<file path="config.mk">
export PLATFORM = sky130hd
export DESIGN_NAME = hub75_scan_ctrl
export DESIGN_NICKNAME = d
export VERILOG_FILES = /design/src/rtl/hub75_pkg.sv /design/src/rtl/hub75_bcm_timer.sv /design/src/rtl/hub75_scan_ctrl.sv
export SDC_FILE = /design/constraint.sdc
export NUM_CORES = 1
export LEC_CHECK = 0
export CORE_UTILIZATION = 40
export CTS_CLUSTER_SIZE = 40
export DETAILED_ROUTE_END_ITERATION = 16
export GPL_TIMING_DRIVEN = 0
export PLACE_DENSITY_LB_ADDON = 0.2
export SYNTH_ARGS = -nofsm -noshare
export SYNTH_HDL_FRONTEND = slang
export SYNTH_SLANG_ARGS = --single-unit
export TNS_END_PERCENT = 50
</file>
<file path="constraint.sdc">
create_clock -name clk -period 2.4 [get_ports clk]
set_input_delay 0.36 -clock clk [delete_from_list [all_inputs] [get_ports clk]]
set_output_delay 0.36 -clock clk [all_outputs]
set_load 0.05 [all_outputs]
</file>
<file path="src/rtl/hub75_pkg.sv">
// Shared types for the HUB75 scan controller: FSM state encoding and channel indices.
// Latency: n/a (declarations only).
// Backpressure: n/a.
package hub75_pkg;

   typedef enum logic [2:0] {
      ST_IDLE,
      ST_SHIFT,
      ST_BLANK,
      ST_LATCH,
      ST_DISPLAY
   } state_t;

   localparam int CH_R0  = 0;
   localparam int CH_G0  = 1;
   localparam int CH_B0  = 2;
   localparam int CH_R1  = 3;
   localparam int CH_G1  = 4;
   localparam int CH_B1  = 5;
   localparam int NUM_CH = 6;

endpackage

</file>
<file path="src/rtl/hub75_bcm_timer.sv">
// Loadable down-counter timing the oe-low window of one bit plane (BASE_OE << plane cycles).
// Latency: done asserts in the last cycle of the window, counted from the cycle after load.
// Backpressure: none; free-running once loaded.
module hub75_bcm_timer
   import hub75_pkg::*;
#(
   parameter int BITS    = 4,
   parameter int BASE_OE = 4,
   parameter int PW      = 2
) (
   input  logic          clk,
   input  logic          rst_n,
   input  logic          load,
   input  logic [PW-1:0] plane,
   output logic          done
);

   localparam int TW = $clog2(BASE_OE) + BITS;

   logic [TW-1:0] cnt;

   always_ff @(posedge clk or negedge rst_n) begin
      if (!rst_n) begin
         cnt <= '0;
      end else if (load) begin
         cnt <= TW'(BASE_OE) << plane;
      end else if (cnt != '0) begin
         cnt <= cnt - 1'b1;
      end
   end

   assign done = (cnt == TW'(1));

endmodule

</file>
<file path="src/rtl/hub75_scan_ctrl.sv">
// HUB75 panel scanner: fetches one row/plane from the framebuffer, shifts it out, latches, then BCM-displays.
// Latency: 2*WIDTH+3+(BASE_OE<<plane) cycles per row-plane; all outputs registered.
// Backpressure: none; en is honoured only in IDLE and at the end of a display window.
module hub75_scan_ctrl
   import hub75_pkg::*;
#(
   parameter int WIDTH   = 32,
   parameter int ROWS    = 8,
   parameter int BITS    = 4,
   parameter int BASE_OE = 4
) (
   input  logic                                  clk,
   input  logic                                  rst_n,
   input  logic                                  en,
   output logic                                  fb_rd_en,
   output logic [$clog2(ROWS)+$clog2(WIDTH)-1:0] fb_addr,
   input  logic [6*BITS-1:0]                     fb_rdata,
   output logic [5:0]                            rgb,
   output logic [$clog2(ROWS)-1:0]               a,
   output logic                                  oe,
   output logic                                  lat,
   output logic                                  oclk,
   output logic                                  frame_start
);

   localparam int RW  = $clog2(ROWS);
   localparam int CLW = $clog2(WIDTH);
   localparam int PW  = (BITS > 1) ? $clog2(BITS) : 1;
   localparam int CW  = CLW + 2;
   localparam logic [CW-1:0] SHIFT_LAST = CW'(2 * WIDTH);

   state_t        state, state_nx;
   logic [CW-1:0] cnt, cnt_nx;
   logic [RW-1:0] row, row_nx;
   logic [PW-1:0] plane, plane_nx;
   logic          tmr_load, tmr_done;
   logic          rd_nx;
   logic [NUM_CH-1:0]           rgb_nx;
   logic [NUM_CH-1:0][BITS-1:0] chan;

   hub75_bcm_timer #(
      .BITS    (BITS),
      .BASE_OE (BASE_OE),
      .PW      (PW)
   ) u_bcm_timer (
      .clk   (clk),
      .rst_n (rst_n),
      .load  (tmr_load),
      .plane (plane),
      .done  (tmr_done)
   );

   always_comb begin
      state_nx = state;
      cnt_nx   = cnt;
      row_nx   = row;
      plane_nx = plane;
      tmr_load = 1'b0;
      case (state)
         ST_IDLE: begin
            if (en) begin
               state_nx = ST_SHIFT;
               cnt_nx   = '0;
               row_nx   = '0;
               plane_nx = '0;
            end
         end
         ST_SHIFT: begin
            if (cnt == SHIFT_LAST) state_nx = ST_BLANK;
            else                   cnt_nx   = cnt + 1'b1;
         end
         ST_BLANK: state_nx = ST_LATCH;
         ST_LATCH: begin
            state_nx = ST_DISPLAY;
            tmr_load = 1'b1;
         end
         ST_DISPLAY: begin
            // the oe window always runs to completion before en is looked at
            if (tmr_done) begin
               if (en) begin
                  state_nx = ST_SHIFT;
                  cnt_nx   = '0;
                  if (plane == PW'(BITS - 1)) begin
                     plane_nx = '0;
                     row_nx   = (row == RW'(ROWS - 1)) ? '0 : row + 1'b1;
                  end else begin
                     plane_nx = plane + 1'b1;
                  end
               end else begin
                  state_nx = ST_IDLE;
                  row_nx   = '0;
                  plane_nx = '0;
               end
            end
         end
         default: state_nx = ST_IDLE;
      endcase
   end

   assign chan  = fb_rdata;
   assign rd_nx = (state_nx == ST_SHIFT) && !cnt_nx[0] && (cnt_nx < SHIFT_LAST);

   always_comb begin
      rgb_nx = '0;
      for (int k = 0; k < NUM_CH; k++) begin
         rgb_nx[k] = chan[k][plane];
      end
   end

   always_ff @(posedge clk or negedge rst_n) begin
      if (!rst_n) begin
         state <= ST_IDLE;
         cnt   <= '0;
         row   <= '0;
         plane <= '0;
      end else begin
         state <= state_nx;
         cnt   <= cnt_nx;
         row   <= row_nx;
         plane <= plane_nx;
      end
   end

   // Outputs are registered from next-state values so each lands in its own cycle.
   always_ff @(posedge clk or negedge rst_n) begin
      if (!rst_n) begin
         fb_rd_en    <= 1'b0;
         fb_addr     <= '0;
         rgb         <= '0;
         a           <= '0;
         oe          <= 1'b1;
         lat         <= 1'b0;
         oclk        <= 1'b0;
         frame_start <= 1'b0;
      end else begin
         fb_rd_en <= rd_nx;
         if (rd_nx) fb_addr <= {row_nx, cnt_nx[CLW:1]};
         if (fb_rd_en) rgb <= rgb_nx;
         oclk <= (state_nx == ST_SHIFT) && !cnt_nx[0] && (cnt_nx != '0);
         lat  <= (state_nx == ST_LATCH);
         if (state_nx == ST_LATCH) a <= row;
         oe <= (state_nx != ST_DISPLAY);
         frame_start <= (state_nx == ST_SHIFT) && (state != ST_SHIFT) &&
                        (row_nx == '0) && (plane_nx == '0);
      end
   end

endmodule

</file>
# [Word-level counts from Yosys, hierarchy flattened]
# Cells that the tools add are included.
[word_totals] mem_bits_rw=0 latch_bits=0 in_bits=27 n_memories=0 regBits=43 rom_bits=0
[classes] n_mux=35 addsub=4 mul=0 n_eq_ne=12 n_bitwise=0 div_mod_pow=0 n_reduce_logical=13 shifts=1 order_cmp=2
[ops] op="$mux W3" count=8
[ops] op="$mux W7" count=3
[ops] op="$pmux W7 S3" count=1
[ops] op="$pmux W3 S5" count=1
[ops] op="$bmux W1 S2" count=6
[ops] op="$mux W6" count=2
[ops] op="$eq A3 B2 Y1 const B" count=3
[ops] op="$mux W1" count=8
[ops] op="$mux W2" count=4
[ops] op="$add A7 B1 Y7 const B" count=1
[ops] op="$eq A7 B7 Y1 const B" count=1
[ops] op="$lt A7 B7 Y1 const B" count=1
[ops] op="$reduce_bool A7 Y1" count=1
[ops] op="$eq A3 B1 Y1 const B" count=2
[ops] op="$eq A3 B3 Y1 const B" count=2
[ops] op="$eq A6 B1 Y1 const B" count=1
[ops] op="$logic_and A1 B1 Y1" count=6
[ops] op="$logic_not A3 Y1" count=2
[ops] op="$pmux W3 S2" count=1
[ops] op="$reduce_bool A6 Y1" count=1
[ops] op="$shl A3 B2 Y6 const A" count=1
[ops] op="$sub A6 B1 Y6 const B" count=1
[ops] op="$pmux W2 S2" count=1
[ops] op="$add A3 B1 Y3 const B" count=1
[ops] op="8 further kinds" count=8

# [Depth between registers and ports, before layout]
# Gate-level depths: netlist of the first run.
[depth] word_depth=9 depth_mapped=8 ltp_nobuf=8

# [Hierarchy]
# From an unflattened synthesis of the first run, not the netlist that was laid out.
[hier_totals] hier_cells=207 hier_area_um2=2334.7
[by_module_without_submodules] module="hub75_scan_ctrl" seq_area_each_um2=927.1 instances=1 cells_per_inst=165 area_each_um2=1941.9
[by_module_without_submodules] module="hub75_bcm_timer" seq_area_each_um2=150.1 instances=1 cells_per_inst=42 area_each_um2=392.9

# [Least setup slack after synthesis of the first run]
# Ideal clock, no wire load.
[synth_timing] path_type="register to register" start="reg cnt[0]" end="reg fb_addr[1]" slack_ns=0.454 period_less_slack_ns=1.946 path_buffers=0 t_arrival_ns=1.821 stages_incl_launch_ff=7 path_cell_list="dfrtp_1 ha_1 and4_4 a21bo_2 nand4_2 a21oi_4 mux2_2"
[synth_via] elab_chain_len=6 elab_cells_between_ends=13
[synth_rtl] item="start, declared" line_no="hub75_scan_ctrl.sv:33" text="logic [CW-1:0] cnt, cnt_nx;"
[synth_rtl] item="start signal, assigned" line_no="hub75_scan_ctrl.sv:118" text="cnt <= cnt_nx;"
[synth_rtl] item="parallel branches: the longest is 5 deep, another holds $add A7 B1 Y7"
[synth_rtl] item="$logic_and A1 B1 Y1 (*)" line_no="hub75_scan_ctrl.sv:101" text="assign rd_nx = (state_nx == ST_SHIFT) && !cnt_nx[0] && (cnt_nx < SHIFT_LAST);"
[synth_rtl] item="via rd_nx" line_no="hub75_scan_ctrl.sv:37" text="logic rd_nx;"
[synth_rtl] item="end signal, assigned" line_no="hub75_scan_ctrl.sv:137" text="if (rd_nx) fb_addr <= {row_nx, cnt_nx[CLW:1]};"
[synth_rtl] item="end, declared" line_no="hub75_scan_ctrl.sv:16" text="output logic [$clog2(ROWS)+$clog2(WIDTH)-1:0] fb_addr,"
# Mark *: on every way through the listed nets, which the timed path passes.
# A chain may end at the register's enable or synchronous reset.

# [Worst setup path after layout of the first run]
[layout_timing] start="reg cnt[0]" end="reg fb_addr[5]"
# Same word-level chain as after synthesis.

==> reports/qor.csv, run 1 <==
metric,value,unit
clk sink count,43,
Synth Instances,210,
post-layout util,0.5476,
unrepaired setup endpoints after global routing,no,
worst hold slack,0.02397,ns
# fillers,516,
initial antenna violation count,0,
via count of the first global-routing pass,1792,
CTS hold repair buffers,0,
synthesized flop and latch total,43,
Post-CTS Setup Repair Bufs,0,
Max Slew Vio Count,0,
NumNets Final,304,
I/O Buffers,48,
Clock Path Buffers,2,
worst endpoint required time,2.58,ns
routed len/inst,14.68,µm
CTS H-Tree Depth,2,
Syn Std Cell Area,2415,µm²
Post-synth EDFFs,0,
Via Count,1803,
Ys Warns,0,
Vias/cell,5.319,
Starting Density,0.4255,
share of cells above drive strength 1,0.2097,
Starting DRT DRC Count,58,
Syn Area/Cell,11.50,µm²
Setup-failing EPs final,0,
Inserted Diodes,0,
HP Class,in2async,
final wirelength,4978,µm
Synthesized Nets,248,
CTS root buf,clkbuf_8,
Worst Setup Start Kind,register,
status,completed,
Pleak,0.001318,µW
worst-margin pin slew,0.5054,ns
Die Span X,79.70,µm
area delta synth->final,28.70,%
Ports,49,
"commonest cells after routing, fill and taps aside","clkdlybuf4s50_1 (47), dfrtp_1 (42), o21ai_0 (14), mux2_2 (14), nand2_1 (13)",
Worst EP arrival,2.41,ns
Clock Pin Slew Worst Setup and Hold Paths,0.08,ns
die height,79.70,µm
post_cts resized,0,
Rows,27,
GRT Total Usage,0.1715,
Final period util,0.9280,
clock skew,0.004070,ns
Slew Limit Headroom,0.6620,
"most common cell after layout, fill and taps aside",clkdlybuf4s50_1,
hpwl dp,3788,µm
count of final hold-check violations,0,
ys flop type,dfrtp_1,
peak supply drop,0.0003084,V
worst skew pair latency,0.29,ns
Core Area,5675,µm²
GP Congestion,0.8252,
drt pass-1 iters,4,
final routed DRC violation total,0,
worst-path maximum fanout,9,
crit path kind,reg2reg,
global route total overflow,0,
Post-synth ARST share,1.000,
Max-Cap Viols,0,
CP Capture Type,register,
total CTS buffers,5,
Pwr Density,428.8,nW/µm²
area of the die,6352,µm²
Max Freq,449.0,MHz
CTS tree,yes,
DRT antenna net count,0,
sequential share of the synthesized area,0.4461,
largest net degree at the start of global routing,24,
first-pass GRT wire length,8424,µm
"Min Clock Period, post-route",2.227,ns
Yosys cell types,61,
## worst paths after layout
path                         from                 end  slack (ns)  depth (start not counted)
max                        cnt[0]          fb_addr[5]        0.17                          6
min                         rst_n  u_bcm_timer.cnt[5]        0.02                          1
max reg2reg                cnt[0]          fb_addr[5]        0.17                          6
min reg2reg                rgb[2]              rgb[2]        0.51                          1
max in group asynchronous   rst_n                  oe        1.83                          2
min in group clk           rgb[2]              rgb[2]        0.51                          1
## cell type report
| class | count | area (µm²) | area share |
|---|---|---|---|
| multi-input combinational | 147 | 1254 | 0.4034 |
| sequential | 43 | 1077 | 0.3466 |
| timing repair buffer | 49 | 503.0 | 0.1618 |
| clock buffer | 8 | 100.1 | 0.03221 |
| tap | 72 | 90.09 | 0.02899 |
| buffer | 10 | 46.29 | 0.01490 |
| inverter | 10 | 37.54 | 0.01208 |
## per-stage QoR
step	area (µm²)	TNS, ns	power [µW]	instances	setup WS, ns
3_5_place_dp	3008	0	852.7	331	0.1618
4_1_cts	3108	0	1347	339	0.1792
6_report	3108	0	1333	339	0.1728
2_1_floorplan	2415	0	776.6	210	0.4543
5_1_grt	3108	0	1382	339	0.04145
3_3_place_gp	2985	-5.116	844.8	330	-0.1242
## cell usage after synthesis (2+ instances only)
library cell	number	area, µm²
dfrtp_1	42	1051
mux2_2	14	157.7
o21ai_0	14	70.07
nand2_1	13	48.80
ha_1	11	137.6
nor2_1	11	41.29
inv_1	9	33.78
mux4_2	6	135.1
nand2b_1	6	37.54
a21oi_1	4	20.02
buf_2	4	20.02
clkbuf_1	4	15.01
nand3_1	4	20.02
o2bb2ai_1	4	35.03
a31oi_1	3	18.77
and3_1	3	18.77
mux2_4	3	45.04
o21ai_1	3	15.01
xor2_1	3	26.28
a22oi_1	2	15.01
and2_1	2	12.51
mux2i_1	2	20.02
nand3b_1	2	15.01
nor2b_1	2	12.51
nor3_1	2	10.01
xnor2_1	2	17.52
## flip-flops by register name (all words and copies together) (netlist names)
| name | flops |
|---|---|
| fb_rd_en | 1 |
| lat | 1 |
| state | 3 |
| oe | 1 |
| oclk | 1 |
| u_bcm_timer.cnt | 6 |
| row | 3 |
| cnt | 7 |
| fb_addr | 8 |
| plane | 2 |
| rgb | 6 |
| frame_start | 1 |
| a | 3 |
## per-layer routing
metal  global-route usage  routed length (µm)  share of wire
met1               0.2226                2315           0.47
met2               0.2709                2192           0.44
met3              0.04114                 355          0.071
met4              0.07455                 115          0.023
met5                    0                   0              0
## kinds of logic after synthesis
kind of cell / Yosys count / synth area share
adders and majority gates: 11 / 0.05699
muxes: 25 / 0.1482
AOI/OAI and AO/OA: 48 / 0.1456
and+or+nand+nor: 58 / 0.1503
buffers and inverters: 20 / 0.03471
DFF: 43 / 0.4461
xor gates and xnor gates: 5 / 0.01814
## worst max-delay path, stage by stage, from the launching register on
cell     delay [ns]
dfrtp_1        0.48
ha_1           0.31
and4_4         0.27
a21bo_2        0.14
nand4_2        0.13
a21oi_4        0.40
mux2_2         0.38
## report_power, final
group,switching (µW),internal (µW)
clock,234,263
sequential,2.28,729
combinational,45.8,59.2
(Power assumes the default switching activity.)
==> run 2, diff against run 1 <==
- clock period: 2.4 -> 2.5 ns (I/O delays scaled with it)
==> results of run 2 <==
The final DEF is identical to that of run 1. Status: completed.
Main changes from that run: setup slack after placement 0.1618 ns -> 0.2468 ns; setup slack after layout 0.1728 ns -> 0.2728 ns; hold slack 0.02397 ns -> 0.03897 ns; register-to-register setup slack 0.17 ns -> 0.27 ns; total power 1333 µW -> 1279 µW; worst IR drop on VDD 0.0003084 V -> 0.0002961 V
